**config.mk**
```make
export PLATFORM = sky130hd
export DESIGN_NAME = ad9361_tx_burst_gate_flat
export DESIGN_NICKNAME = d
export VERILOG_FILES = /design/src/rtl/ad9361_tx_burst_gate_pkg.sv /design/src/rtl/ad9361_tx_burst_gate_if.sv /design/src/rtl/ad9361_tx_burst_gate_ramp_mul.sv /design/src/rtl/ad9361_tx_burst_gate.sv /design/src/flat_wrapper.sv
export SDC_FILE = /design/constraint.sdc
export NUM_CORES = 1
export LEC_CHECK = 0
export ABC_AREA = 1
export BUFFER_PORTS_ARGS = -buffer_cell sky130_fd_sc_hd__buf_2
export CAP_MARGIN = 20
export CORE_ASPECT_RATIO = 1.2
export CORE_MARGIN = 10
export CORE_UTILIZATION = 39
export CTS_BUF_LIST = sky130_fd_sc_hd__clkbuf_8
export CTS_CLUSTER_SIZE = 30
export DETAILED_ROUTE_END_ITERATION = 12
export PLACE_DENSITY = 0.6
export SLEW_MARGIN = 40
export SYNTH_ARGS = -nofsm -noshare
export SYNTH_HDL_FRONTEND = slang
export SYNTH_HIERARCHICAL = 1
export SYNTH_SLANG_ARGS = --single-unit
export TNS_END_PERCENT = 10
```
**constraint.sdc**
```tcl
create_clock -name clk -period 11 [get_ports clk]
set_input_delay 1.1 -clock clk [delete_from_list [all_inputs] [get_ports clk]]
set_output_delay 1.1 -clock clk [all_outputs]
set_load 0.1 [all_outputs]
```
**src/rtl/ad9361_tx_burst_gate_pkg.sv**
```systemverilog
// ad9361_tx_burst_gate_pkg
// Shared definitions for the AD9361 TX burst gate: channel count, sample
// type, FSM state encodings (3-bit, legacy-compatible) and the gain width
// helper used to size the ramp gain bus.
package ad9361_tx_burst_gate_pkg;

  localparam int unsigned NCH    = 4;
  localparam int unsigned SAMP_W = 12;

  typedef logic signed [SAMP_W-1:0] samp_t;

  // state     | meaning
  // S_IDLE    | no burst, zeros on every tick, tx_active low
  // S_LEAD    | PA settling zeros, tx_active high
  // S_RAMP_UP | popping payload, gain rising 0..N-1
  // S_ON      | popping payload at unity gain
  // S_RAMP_DOWN | replaying held sample, gain falling N-1..0
  // S_TAIL    | trailing zeros before tx_active drops
  localparam logic [2:0] S_IDLE      = 3'd0;
  localparam logic [2:0] S_LEAD      = 3'd1;
  localparam logic [2:0] S_RAMP_UP   = 3'd2;
  localparam logic [2:0] S_ON        = 3'd3;
  localparam logic [2:0] S_RAMP_DOWN = 3'd4;
  localparam logic [2:0] S_TAIL      = 3'd5;

  // Gain must reach N = 2^log2_len exactly, so it needs one extra bit.
  function automatic int unsigned gain_width(input int unsigned log2_len);
    return log2_len + 1;
  endfunction

endpackage

```
**src/rtl/ad9361_tx_burst_gate_if.sv**
```systemverilog
// ad9361_tx_burst_gate_if
// Groups the packetised input stream and the DAC-rate output stream.
//   in_valid/in_ready/in_last  input handshake, in_last marks final payload
//   data_i_in/data_q_in        4 channels of signed 12-bit I/Q payload
//   valid_out                  one-cycle strobe per emitted sample
//   data_i_out/data_q_out      4 channels of signed 12-bit I/Q output
// master: upstream source / downstream sink side. slave: the burst gate.
interface ad9361_tx_burst_gate_if;
  import ad9361_tx_burst_gate_pkg::*;

  logic                in_valid;
  logic                in_ready;
  logic                in_last;
  samp_t [NCH-1:0]     data_i_in;
  samp_t [NCH-1:0]     data_q_in;
  logic                valid_out;
  samp_t [NCH-1:0]     data_i_out;
  samp_t [NCH-1:0]     data_q_out;

  modport master (
    output in_valid, in_last, data_i_in, data_q_in,
    input  in_ready, valid_out, data_i_out, data_q_out
  );

  modport slave (
    input  in_valid, in_last, data_i_in, data_q_in,
    output in_ready, valid_out, data_i_out, data_q_out
  );

endinterface

```
**src/rtl/ad9361_tx_burst_gate_ramp_mul.sv**
```systemverilog
// ad9361_tx_ramp_mul
// Scales one I/Q pair by an unsigned gain g: out = (x * g) >>> LOG2_RAMP_LEN.
// Two register stages: product (loaded by ld_prod) and shifted output
// (loaded by ld_out). With g = 2^LOG2_RAMP_LEN the result is exactly x.
// Ports: clk, rst_n (async active-low), ld_prod, ld_out, gain,
//        i_in/q_in (signed), i_out/q_out (signed, registered).
module ad9361_tx_ramp_mul
  import ad9361_tx_burst_gate_pkg::*;
#(
  parameter int unsigned LOG2_RAMP_LEN = 3,
  localparam int unsigned GW = gain_width(LOG2_RAMP_LEN),
  localparam int unsigned PW = SAMP_W + GW + 1
)(
  input  logic          clk,
  input  logic          rst_n,
  input  logic          ld_prod,
  input  logic          ld_out,
  input  logic [GW-1:0] gain,
  input  samp_t         i_in,
  input  samp_t         q_in,
  output samp_t         i_out,
  output samp_t         q_out
);

  logic signed [GW:0]   g_s;
  logic signed [PW-1:0] p_i;
  logic signed [PW-1:0] p_q;
  logic                 unused_bits;

  assign g_s = $signed({1'b0, gain});

  // Selecting bits [LOG2 +: SAMP_W] of the signed product is the arithmetic
  // right shift (floor); |x*g| <= |x|*N keeps the result within SAMP_W.
  assign unused_bits = ^{p_i[LOG2_RAMP_LEN-1:0], p_i[PW-1:LOG2_RAMP_LEN+SAMP_W],
                         p_q[LOG2_RAMP_LEN-1:0], p_q[PW-1:LOG2_RAMP_LEN+SAMP_W]};

  always_ff @(posedge clk or negedge rst_n) begin
    if (!rst_n) begin
      p_i   <= '0;
      p_q   <= '0;
      i_out <= '0;
      q_out <= '0;
    end else begin
      if (ld_prod) begin
        p_i <= PW'(i_in) * PW'(g_s);
        p_q <= PW'(q_in) * PW'(g_s);
      end
      if (ld_out) begin
        i_out <= p_i[LOG2_RAMP_LEN +: SAMP_W];
        q_out <= p_q[LOG2_RAMP_LEN +: SAMP_W];
      end
    end
  end

endmodule

```
**src/rtl/ad9361_tx_burst_gate.sv**
```systemverilog
// ad9361_tx_burst_gate
// Converts a packetised 4-channel I/Q stream into a continuous DAC-rate
// stream, framing each burst as lead zeros, ramp-up, payload, ramp-down,
// tail zeros, and holds tx_active high for the whole framed burst.
// Ports: clk, rst_n (async active-low), samp_en (DAC tick), bus (stream
//        interface, slave side), tx_active, underflow (sticky),
//        burst_count / underflow_count (saturating 16-bit statistics).
// Build option: define AD9361_TX_BURST_STATS_EN to generate the statistics
// counters; otherwise both count ports read 0.
module ad9361_tx_burst_gate
  import ad9361_tx_burst_gate_pkg::*;
#(
  parameter int unsigned LOG2_RAMP_LEN = 3,
  parameter int unsigned LEAD_SAMPLES  = 16,
  parameter int unsigned TAIL_SAMPLES  = 16
)(
  input  logic                  clk,
  input  logic                  rst_n,
  input  logic                  samp_en,
  ad9361_tx_burst_gate_if.slave bus,
  output logic                  tx_active,
  output logic                  underflow,
  output logic [15:0]           burst_count,
  output logic [15:0]           underflow_count
);

  localparam int unsigned GW = gain_width(LOG2_RAMP_LEN);
  localparam logic [GW-1:0] G_UNITY = {1'b1, {LOG2_RAMP_LEN{1'b0}}};
  localparam logic [LOG2_RAMP_LEN-1:0] K_LAST = '1;

  logic [2:0]               state, state_nxt;
  logic [LOG2_RAMP_LEN-1:0] ramp_k, ramp_nxt;
  logic [15:0]              tick_cnt, tick_nxt;
  logic [GW-1:0]            gain;
  logic                     sel_held;
  logic                     pop;
  logic                     starve;
  logic                     clear_held;
  logic                     v1;
  samp_t [NCH-1:0]          held_i;
  samp_t [NCH-1:0]          held_q;

  assign bus.in_ready = samp_en & ((state == S_RAMP_UP) | (state == S_ON));
  assign tx_active    = (state != S_IDLE);

  // gain stays 0 outside RAMP_UP/ON/RAMP_DOWN, so those ticks emit zeros.
  always_comb begin
    state_nxt  = state;
    ramp_nxt   = ramp_k;
    tick_nxt   = tick_cnt;
    gain       = '0;
    sel_held   = 1'b0;
    pop        = 1'b0;
    starve     = 1'b0;
    clear_held = 1'b0;
    case (state)
      S_IDLE: begin
        if (bus.in_valid) begin
          state_nxt  = S_LEAD;
          tick_nxt   = 16'(LEAD_SAMPLES - 1);
          clear_held = 1'b1;
        end
      end
      S_LEAD: begin
        if (samp_en) begin
          if (tick_cnt == '0) begin
            state_nxt = S_RAMP_UP;
            ramp_nxt  = '0;
          end else begin
            tick_nxt = tick_cnt - 16'd1;
          end
        end
      end
      S_RAMP_UP, S_ON: begin
        if (samp_en) begin
          gain = (state == S_ON) ? G_UNITY : {1'b0, ramp_k};
          if (bus.in_valid) begin
            pop = 1'b1;
            if (bus.in_last) begin
              state_nxt = S_RAMP_DOWN;
              ramp_nxt  = '0;
            end else if (state == S_RAMP_UP) begin
              if (ramp_k == K_LAST) begin
                state_nxt = S_ON;
                ramp_nxt  = '0;
              end else begin
                ramp_nxt = ramp_k + 1'b1;
              end
            end
          end else begin
            // Starved: replay the held sample at the current gain, then fade out.
            starve    = 1'b1;
            sel_held  = 1'b1;
            state_nxt = S_RAMP_DOWN;
            ramp_nxt  = '0;
          end
        end
      end
      S_RAMP_DOWN: begin
        if (samp_en) begin
          sel_held = 1'b1;
          gain     = {1'b0, ~ramp_k};
          if (ramp_k == K_LAST) begin
            state_nxt = S_TAIL;
            tick_nxt  = 16'(TAIL_SAMPLES - 1);
            ramp_nxt  = '0;
          end else begin
            ramp_nxt = ramp_k + 1'b1;
          end
        end
      end
      S_TAIL: begin
        if (samp_en) begin
          if (tick_cnt == '0) begin
            state_nxt = S_IDLE;
          end else begin
            tick_nxt = tick_cnt - 16'd1;
          end
        end
      end
      default: state_nxt = S_IDLE;
    endcase
  end

  always_ff @(posedge clk or negedge rst_n) begin
    if (!rst_n) begin
      state         <= S_IDLE;
      ramp_k        <= '0;
      tick_cnt      <= '0;
      underflow     <= 1'b0;
      held_i        <= '0;
      held_q        <= '0;
      v1            <= 1'b0;
      bus.valid_out <= 1'b0;
    end else begin
      state         <= state_nxt;
      ramp_k        <= ramp_nxt;
      tick_cnt      <= tick_nxt;
      v1            <= samp_en;
      bus.valid_out <= v1;
      if (starve) underflow <= 1'b1;
      if (clear_held) begin
        held_i <= '0;
        held_q <= '0;
      end else if (pop) begin
        held_i <= bus.data_i_in;
        held_q <= bus.data_q_in;
      end
    end
  end

  for (genvar c = 0; c < NCH; c++) begin : g_ch
    samp_t x_i, x_q, y_i, y_q;
    assign x_i = sel_held ? held_i[c] : bus.data_i_in[c];
    assign x_q = sel_held ? held_q[c] : bus.data_q_in[c];

    ad9361_tx_ramp_mul #(.LOG2_RAMP_LEN(LOG2_RAMP_LEN)) u_mul (
      .clk     (clk),
      .rst_n   (rst_n),
      .ld_prod (samp_en),
      .ld_out  (v1),
      .gain    (gain),
      .i_in    (x_i),
      .q_in    (x_q),
      .i_out   (y_i),
      .q_out   (y_q)
    );

    assign bus.data_i_out[c] = y_i;
    assign bus.data_q_out[c] = y_q;
  end

`ifdef AD9361_TX_BURST_STATS_EN
  logic        burst_done;
  logic [15:0] burst_cnt_q;
  logic [15:0] uf_cnt_q;

  assign burst_done = samp_en && (state == S_TAIL) && (tick_cnt == '0);

  always_ff @(posedge clk or negedge rst_n) begin
    if (!rst_n) begin
      burst_cnt_q <= '0;
      uf_cnt_q    <= '0;
    end else begin
      if (burst_done && (burst_cnt_q != 16'hFFFF)) burst_cnt_q <= burst_cnt_q + 16'd1;
      if (starve && (uf_cnt_q != 16'hFFFF))        uf_cnt_q    <= uf_cnt_q + 16'd1;
    end
  end

  assign burst_count     = burst_cnt_q;
  assign underflow_count = uf_cnt_q;
`else
  assign burst_count     = 16'd0;
  assign underflow_count = 16'd0;
`endif

endmodule
```
**src/flat_wrapper.sv**
```systemverilog
// flat-port wrapper written by rule: the top's interface ports become plain ports
module ad9361_tx_burst_gate_flat import ad9361_tx_burst_gate_pkg::*;
#(
  parameter int unsigned LOG2_RAMP_LEN = 3,
  parameter int unsigned LEAD_SAMPLES  = 16,
  parameter int unsigned TAIL_SAMPLES  = 16
)
  (clk, rst_n, samp_en, tx_active, underflow, burst_count, underflow_count, bus_in_valid, bus_in_last, bus_data_i_in, bus_data_q_in, bus_in_ready, bus_valid_out, bus_data_i_out, bus_data_q_out);
  ad9361_tx_burst_gate_if bus_i ();
  input  logic clk;
  input  logic rst_n;
  input  logic samp_en;
  output logic tx_active;
  output logic underflow;
  output logic [15:0] burst_count;
  output logic [15:0] underflow_count;
  input wire logic [$bits(bus_i.in_valid)-1:0] bus_in_valid;
  input wire logic [$bits(bus_i.in_last)-1:0] bus_in_last;
  input wire logic [$bits(bus_i.data_i_in)-1:0] bus_data_i_in;
  input wire logic [$bits(bus_i.data_q_in)-1:0] bus_data_q_in;
  output wire logic [$bits(bus_i.in_ready)-1:0] bus_in_ready;
  output wire logic [$bits(bus_i.valid_out)-1:0] bus_valid_out;
  output wire logic [$bits(bus_i.data_i_out)-1:0] bus_data_i_out;
  output wire logic [$bits(bus_i.data_q_out)-1:0] bus_data_q_out;
  assign bus_i.in_valid = bus_in_valid;
  assign bus_i.in_last = bus_in_last;
  assign bus_i.data_i_in = bus_data_i_in;
  assign bus_i.data_q_in = bus_data_q_in;
  assign bus_in_ready = bus_i.in_ready;
  assign bus_valid_out = bus_i.valid_out;
  assign bus_data_i_out = bus_i.data_i_out;
  assign bus_data_q_out = bus_i.data_q_out;
  ad9361_tx_burst_gate #(.LOG2_RAMP_LEN(LOG2_RAMP_LEN), .LEAD_SAMPLES(LEAD_SAMPLES), .TAIL_SAMPLES(TAIL_SAMPLES)) u_core (.clk(clk), .rst_n(rst_n), .samp_en(samp_en), .bus(bus_i), .tx_active(tx_active), .underflow(underflow), .burst_count(burst_count), .underflow_count(underflow_count));
endmodule
```
==> metrics.yaml, run 1 <==
p_leak_nw: 19.7
drtPass1Iterations: 5
critPathCaptureType: "register"
path_class: "primary input to register"
avgRoutedWirePerCell_um: 14.3
syn_inst: 3979
cts_buffer_depth: 3
synth-edff-count: 0
drtIter0Drc: 1194
setup-tns-final_ns: 0
drc: 0
synthTopCellsByCount: "nand2_1 (1,150), inv_1 (945), dfrtp_1 (313), nand3_1 (280), o21ai_0 (221)"
synth_warnings: 6
root_buffer: "clkbuf_8"
grt_pass1_wl_mm: 121
cp_slowest_stage_delay_ns: 0.70
cp_data_arrival_time_ns: 6.51
fin_worst_skew_ns: 0.0315
cp_common_cell: "nand2_1"
overflow: 0
relSlewSlack: 0.445
timing.fmax_mhz: 168
slowest_stage: "buf_4"
post_cts_buffers: 0
cts-resized-gates: 0
powerDensity_mw_per_mm2: 196
vdd_drop_max_uv: 153
place_hpwl_mm: 55.5
synth-compound-area-share: 0.0660
slew_violations: 0
wl_mm: 72.8
synthAdderAreaFrac: 0.212
clkSinkCount: 313
ys_ff_latch: 313
cp_cell_sequence: "buf_4, inv_1, nor2_4, nand2_1, nand2_8, buf_4, nor2_1, a21oi_1, nand2_1, inv_1, ha_1, fa_1, inv_1, fa_1, inv_1, ha_1, inv_1, nor3_1, and2_1, nand2_1, nand2_1, nand2_1, nand3_1, nand2_1"
die_area_mm2: 0.0845
cp.required_ns: 11.54
nets: 4602
period_needed_ns: 5.97
synth.most_common_cell: "nand2_1"
rows: 108
start_util: 0.394
synth_top_family_by_area: "simple AND/OR/NAND/NOR gates"
antenna_left: 0
layout_worst_path_cycle_share: 0.542
yosysTopAreaCell: "dfrtp_1"
hold_class: "primary input to asynchronous set/reset pin"
grt_max_degree: 140
muxShareOfSynthArea: 0.0379
drive_gt1_frac: 0.110
rsz0062_at_grt: "no"
gp_congestion: 0.870
setup_viol: 0
fill_cells: 7510
clk_latency_ns: 0.68
worstPathMaxFanout: 115
vias_per_cell: 4.69
die_x_um: 267
h-tree-depth: 2
vias: 23936
ys_seq_area_frac: 0.274
worst_slew_pin_slew_ns: 0.823
grt_usage: 0.175
yosysTopAreaCellShare: 0.274
synthArstFlopShare: 1.00
synth_cell_types: 36
synthXorXnorAreaFrac: 0.00982
syn_area_mm2: 0.0285
design.core.area_mm2: 0.0724
total_power_mw: 6.20
synth_area_leaders: "dfrtp_1 (27%), nand2_1 (15%), inv_1 (12%), fa_1 (12%), ha_1 (8.9%)"
ios: 233
start_kind: "primary input"
grt_pass1_vias: 23974
port-buffer-count: 200
ctsHoldBuffers: 0
hold_violations: 0
die_h_um: 316
status: "finished, final reports clean"
maxCapViolCount: 0
cts_tree: "yes"
antenna_found_initial: 4
yosys.area_share.simple: 0.242
multi_input_area_mm2: 0.0164
syn_avg_cell_area_um2: 7.17
regArea_mm2: 0.00784
cts_made_buffers: 57
ys.flop_type: "dfrtp_1"
path_clk_slew_ns: 0.06
area_growth_pct: 10.6
## through the flow
stage	util	hold slack (ns)	setup WS [ns]	instance area (um^2)	cells
final	0.436	0.318	5.03	31600	5104
after global routing	0.436	0.279	4.47	31600	5104
after CTS	0.435	0.260	5.01	31500	5102
after detailed placement	0.416	0.464	4.28	30200	4997
after global placement	0.416	0.463	4.39	30100	4996
after floorplan	-	0.403	5.32	28700	4010
## flip-flops by register name, indices dropped and copies added, names as in the netlist
signal	count
u_core/g_ch.u_mul/i_out	48
u_core/g_ch.u_mul/p_i	48
u_core/g_ch.u_mul/p_q	48
u_core/g_ch.u_mul/q_out	48
u_core/held_i	48
u_core/held_q	48
u_core/tick_cnt	16
u_core/ramp_k	3
u_core/state	3
u_core/bus.valid_out	1
u_core/underflow	1
u_core/v1	1
## layer usage
layer	vias to the layer above	global-route usage	part of all wire
met4	6	0.0465	0.022
met1	11200	0.218	0.45
met3	93	0.0327	0.046
met5	-	0	0.00048
li1	12255	-	-
met2	382	0.305	0.48
## area by class of cell
class                   count  area share
diodes                      1   0.0000792
clock buffers              70      0.0305
clock inverters            35      0.0133
inverters                 953       0.113
multi-input cells        2580       0.520
flip-flops and latches    313       0.248
well taps                 935      0.0370
repair buffers            217      0.0379
## cell families after synthesis
| group | Yosys count |
|---|---|
| AND/OR/NAND/NOR | 1680 |
| other | 1 |
| adder cells (fa/ha/maj) | 379 |
| flip-flops | 313 |
| XOR/XNOR | 32 |
| buffers and inverters | 1117 |
| AO/OA/AOI/OAI | 361 |
| multiplexers | 96 |
## where the power goes
group / total [mW] / switching [mW] / internal [mW]
Clock: 1.35 / 0.537 / 0.810
Combinational: 3.07 / 2.34 / 0.733
Sequential: 1.78 / 0.219 / 1.56
Total: 6.20 / 3.10 / 3.10
## worst max-delay path: cells and delay by family
family                   cells  cell delay, ns
buffers and inverters        7            1.62
AO/OA/AOI/OAI                1            0.36
adder cells (fa/ha/maj)      4            1.63
AND/OR/NAND/NOR             12            1.68
## placed cells by master (no fill, tap or decap), drive strengths merged, types with 30 or more instances in the layout
master / netlist / final
a21oi: 94 / 94
buf: 118 / 217
clkbuf: 46 / 70
conb: 1 / 32
dfrtp: 313 / 313
fa: 176 / 176
ha: 203 / 203
inv: 951 / 963
mux2: 96 / 96
nand2: 1162 / 1162
nand3: 283 / 283
nand4: 30 / 30
nor2: 175 / 175
o21ai: 245 / 245
## worst paths after layout
kind,slack (ns),startpoint,to,cells after the start
min in group clk,0.47,u_core/g_ch[0].u_mul/p_q[13],u_core/g_ch[0].u_mul/p_q[13],2
min reg2reg,0.47,u_core/g_ch[0].u_mul/p_q[13],u_core/g_ch[0].u_mul/p_q[13],2
min,0.32,rst_n,u_core/g_ch[0].u_mul/p_q[11],1
max reg2reg,5.35,u_core/state[0],u_core/g_ch[1].u_mul/p_q[13],24
max,5.03,samp_en,u_core/g_ch[1].u_mul/p_q[13],24
max in group asynchronous,9.28,rst_n,u_core/g_ch[1].u_mul/q_out[3],3
(Power assumes the default switching activity.)
==> inputs of run 2 (changes only) <==
==> constraint.sdc (replaced) <==
create_clock -name clk -period 6.2 [get_ports clk]
set_input_delay 0.62 -clock clk [delete_from_list [all_inputs] [get_ports clk]]
set_output_delay 0.62 -clock clk [all_outputs]
set_load 0.1 [all_outputs]
==> metrics.yaml, run 2 (synthesis gave the netlist of run 1 again) <==
status: "finished, final reports clean"
fin_worst_skew_ns: 0.0249
fin_hold_ws_ns: 0.178
worstPathMaxFanout: 83
rsz0062_at_grt: "no"
drc: 0
setup_viol: 0
post-place-ws_ns: 0.771
slowest_stage: "fa_1"
die_x_um: 267
path_class: "register to register"
drtIter0Drc: 1045
gp_congestion: 0.910
fin_util: 0.436
fin_area_mm2: 0.0316
cp_data_arrival_time_ns: 5.76
min_path_cells: 3
power_frac_comb: 0.502
ios: 233
dpl_cell_area_mm2: 0.0303
rows: 108
critPathCaptureType: "register"
start_kind: "register"
cts_made_buffers: 59
setup-tns-final_ns: 0
vdd_drop_max_uv: 334
clk_latency_ns: 0.69
start_util: 0.394
layout_commonest_cell: "nand2_1"
cp.required_ns: 6.77
layout_common_cells: "nand2_1 (1,148), inv_1 (955), dfrtp_1 (312)"
grt_usage: 0.174
relSlewSlack: 0.471
antenna_found_initial: 7
crit_cells: 25
cp_slowest_stage_delay_ns: 0.54
timing.fmax_mhz: 193
overflow: 0
nets: 4612
powerDensity_mw_per_mm2: 345
clkSinkCount: 313
path_delay_family: "simple AND/OR/NAND/NOR gates"
layout_worst_path_cycle_share: 0.836
total_power_mw: 10.9
power.switching_mw: 5.51
slew_violations: 0
area_growth_pct: 10.7
drtPass1Iterations: 5
swShare: 0.505
fin_ws_ns: 1.02
drive_gt1_frac: 0.112
place_hpwl_mm: 55.5
reg2regPathDepth: 25
fin_cells: 5116
period_needed_ns: 5.18
vias: 24010
root_buffer: "clkbuf_8"
port-buffer-count: 200
worst_slew_pin_slew_ns: 0.785
path_clk_slew_ns: 0.07
power_frac_seq: 0.288
p_int_mw: 5.40
grt_pass1_vias: 23926
clkPwrFrac: 0.210
crit_buf_inv: 6
p_leak_nw: 19.7
maxCapViolCount: 0
wl_mm: 72.7
grt_max_degree: 127
antenna_left: 0
cts_tree: "yes"
die_area_mm2: 0.0845
dp.cells: 5005
avgRoutedWirePerCell_um: 14.2
design.core.area_mm2: 0.0724
hold_class: "primary input to register"
hold_violations: 0
cts_buffer_depth: 3
h-tree-depth: 2
vias_per_cell: 4.69
grt_pass1_wl_mm: 121
die_h_um: 316
run 2: changes by cell type in the layout (fill, tap and decap cells not counted), sizes merged, moves of 2 or more:
cell / before / now
buf: 217 / 224
bufinv: 10 / 6
clkbuf: 70 / 73
clkinv: 11 / 13
inv: 963 / 966
run 2: path summary, 6_finish.rpt:
path / startpoint / end / slack [ns]
hold / removal: bus_data_i_in[7] / u_core/held_i[7] / 0.18
setup / recovery: u_core/state[0] / u_core/g_ch[0].u_mul/p_i[14] / 1.02
max in group asynchronous: rst_n / u_core/g_ch[3].u_mul/p_q[13] / 4.53
setup reg to reg: u_core/state[0] / u_core/g_ch[0].u_mul/p_i[14] / 1.02
hold reg to reg: u_core/underflow / u_core/underflow / 0.46
min in group asynchronous: rst_n / u_core/g_ch[0].u_mul/q_out[5] / 0.51
run 2: layout make-up:
cell class                      count  area [um^2]
Fill cell                        7538        40800
Tap cell                          935         1170
Clock inverter                     35          319
Inverter                          953         3580
Timing Repair Buffer              225         1280
Clock buffer                       73         1000
Multi-Input combinational cell   2580        16400
Antenna cell                        2         5.00
Sequential cell                   313         7840
run 2: timing repair:
item	in CTS	in global routing
gates resized for setup	0	0
buffers inserted	0	0
hold buffers	1	0
hold endpoints to repair	71	0
run 2: tightest hold or removal path: cells and delay by family:
family,cells,cell delay (ns)
AO/OA/AOI/OAI,1,0.06
buffers and inverters,1,0.09
AND/OR/NAND/NOR,1,0.06
run 2: metal layers:
metal  track usage  wire (um)
met2         0.302      34800
met1         0.222      32900
met3        0.0298       3430
met5             0         13
met4        0.0454       1540
run 2: power by group through the flow:
stage	logic (mW)	registers (mW)	clock network, mW
finish	5.48	3.14	2.29
global route	6.06	3.24	2.46
CTS	5.56	3.15	2.40
detailed placement	5.54	3.18	0
global placement	5.47	3.17	0
floorplan	2.71	4.77	0
==> inputs of run 3 (changes only) <==
--- a/config.mk
+++ b/config.mk
@@ -14,7 +14,7 @@
 export CTS_BUF_LIST = sky130_fd_sc_hd__clkbuf_8
 export CTS_CLUSTER_SIZE = 30
 export DETAILED_ROUTE_END_ITERATION = 12
-export PLACE_DENSITY = 0.6
+export PLACE_DENSITY = 0.62
 export SLEW_MARGIN = 40
 export SYNTH_ARGS = -nofsm -noshare
 export SYNTH_HDL_FRONTEND = slang
==> constraint.sdc (replaced) <==
create_clock -name clk -period 4.4 [get_ports clk]
set_input_delay 0.44 -clock clk [delete_from_list [all_inputs] [get_ports clk]]
set_output_delay 0.44 -clock clk [all_outputs]
set_load 0.1 [all_outputs]
==> metrics.yaml, run 3 (synthesis gave the netlist of run 1 again) <==
rsz0062_at_grt: "yes"
setup_viol: 0
fin_hold_ws_ns: 0.0578
h-tree-depth: 2
critPathCaptureType: "register"
crit_cells: 25
nets: 4817
hold_violations: 0
root_buffer: "clkbuf_8"
grt_usage: 0.177
start_kind: "register"
avgRoutedWirePerCell_um: 14.7
clk_latency_ns: 0.69
die_x_um: 267
critPathLaunch: "u_core/state[2]"
cts_tree: "yes"
die_h_um: 316
gp_congestion: 0.893
dpl_cell_area_mm2: 0.0316
vias_per_cell: 4.72
die_area_mm2: 0.0845
cts_made_buffers: 58
layout_worst_path_cycle_share: 0.973
path_delay_family: "adder cells"
cp_common_cell: "nand2_1"
rows: 108
ff2ff_setup_slack_ns: 0.12
place_hpwl_mm: 56.7
cp_data_arrival_time_ns: 4.83
worst_slew_pin_slew_ns: 0.747
ios: 233
overflow: 0
crit_buf_inv: 6
antenna_found_initial: 2
clkSinkCount: 313
drive_gt1_frac: 0.197
period_needed_ns: 4.28
p_leak_nw: 20.7
fin_area_mm2: 0.0350
grt_max_degree: 99
crit_path_end: "u_core/g_ch[1].u_mul/p_q[13]"
wl_mm: 78.0
cp_slowest_stage_delay_ns: 0.50
vias: 25091
grt_pass1_wl_mm: 124
drtIter0Drc: 1197
design.core.area_mm2: 0.0724
hold_class: "primary input to register"
maxCapViolCount: 0
layout_common_cells: "nand2_1 (1,123), inv_1 (923), dfrtp_1 (312)"
reg2regPathDepth: 25
start_util: 0.394
path_class: "register to register"
slowest_stage: "fa_1"
relSlewSlack: 0.502
cp.required_ns: 4.95
antenna_left: 0
area_growth_pct: 22.8
timing.fmax_mhz: 233
layout_commonest_cell: "nand2_1"
r2r_end: "u_core/g_ch[1].u_mul/p_q[13]"
path_clk_slew_ns: 0.06
fin_cells: 5319
grt_pass1_vias: 24831
r2r-start: "u_core/state[2]"
fin_worst_skew_ns: 0.0374
slew_violations: 0
dp.cells: 5125
status: "finished, final reports clean"
vdd_drop_max_uv: 454
powerDensity_mw_per_mm2: 469
drc: 0
setup-tns-final_ns: 0
port-buffer-count: 200
drtPass1Iterations: 6
cts_buffer_depth: 3
worstPathMaxFanout: 8
==> run 3: report_power, final <==
part,switching (mW),internal (mW)
clock network,1.36,1.71
registers,0.522,3.89
logic,6.28,2.68
total,8.16,8.28
==> run 3: cell type report <==
cell class / count / area (um^2)
Antenna cell: 1 / 2.50
Clock buffer: 79 / 1090
Inverter: 953 / 3580
Multi-Input combinational cell: 2580 / 17900
Clock inverter: 27 / 173
Tap cell: 935 / 1170
Sequential cell: 313 / 7840
Timing Repair Buffer: 431 / 3330
Fill cell: 7147 / 37400
==> run 3: worst min-delay path, stage by stage <==
cell,delay [ns]
buf_2,0.11
inv_1,0.07
o21ai_0,0.08
==> run 3: stage by stage <==
stage          worst slack, ns   util  total power, mW
2_1_floorplan          -0.0114      -             10.7
3_5_place_dp           -0.0865  0.437             12.8
5_1_grt                 -0.115  0.484             17.7
3_3_place_gp           -0.0724  0.436             12.6
4_1_cts               -0.00190  0.460             16.0
6_report                 0.117  0.484             16.4
==> run 3: timing repair <==
action                     in CTS  in global routing
hold endpoints to repair      116                  0
hold buffers                   44                  0
buffers inserted                0                 32
gates resized for setup         7                262
gates cloned                    0                 11
pin swaps                       0                 54
setup endpoints to repair       5                 79
==> run 3: worst min-delay path by stage <==
stage / startpoint / end / slack, ns / cells past startpoint
global placement: u_core/underflow / u_core/underflow / 0.45 / 2
floorplan: rst_n / u_core/bus.valid_out / 0.14 / 0
global route: bus_data_i_in[24] / u_core/held_i[24] / 0.02 / 3
CTS: bus_data_q_in[41] / u_core/held_q[41] / 0.00006 / 3
finish: bus_data_q_in[31] / u_core/held_q[31] / 0.06 / 3
detailed placement: u_core/underflow / u_core/underflow / 0.45 / 2
==> run 3: layer usage <==
metal  vias to the layer above  global-route usage  share of wire  wire (um)
met1                     11826               0.216           0.44      34100
met2                       453               0.315           0.49      38500
met3                       108              0.0294          0.043       3330
met5                         -                   0              0          0
li1                      12704                   -              -          -
met4                         0              0.0540          0.027       2100
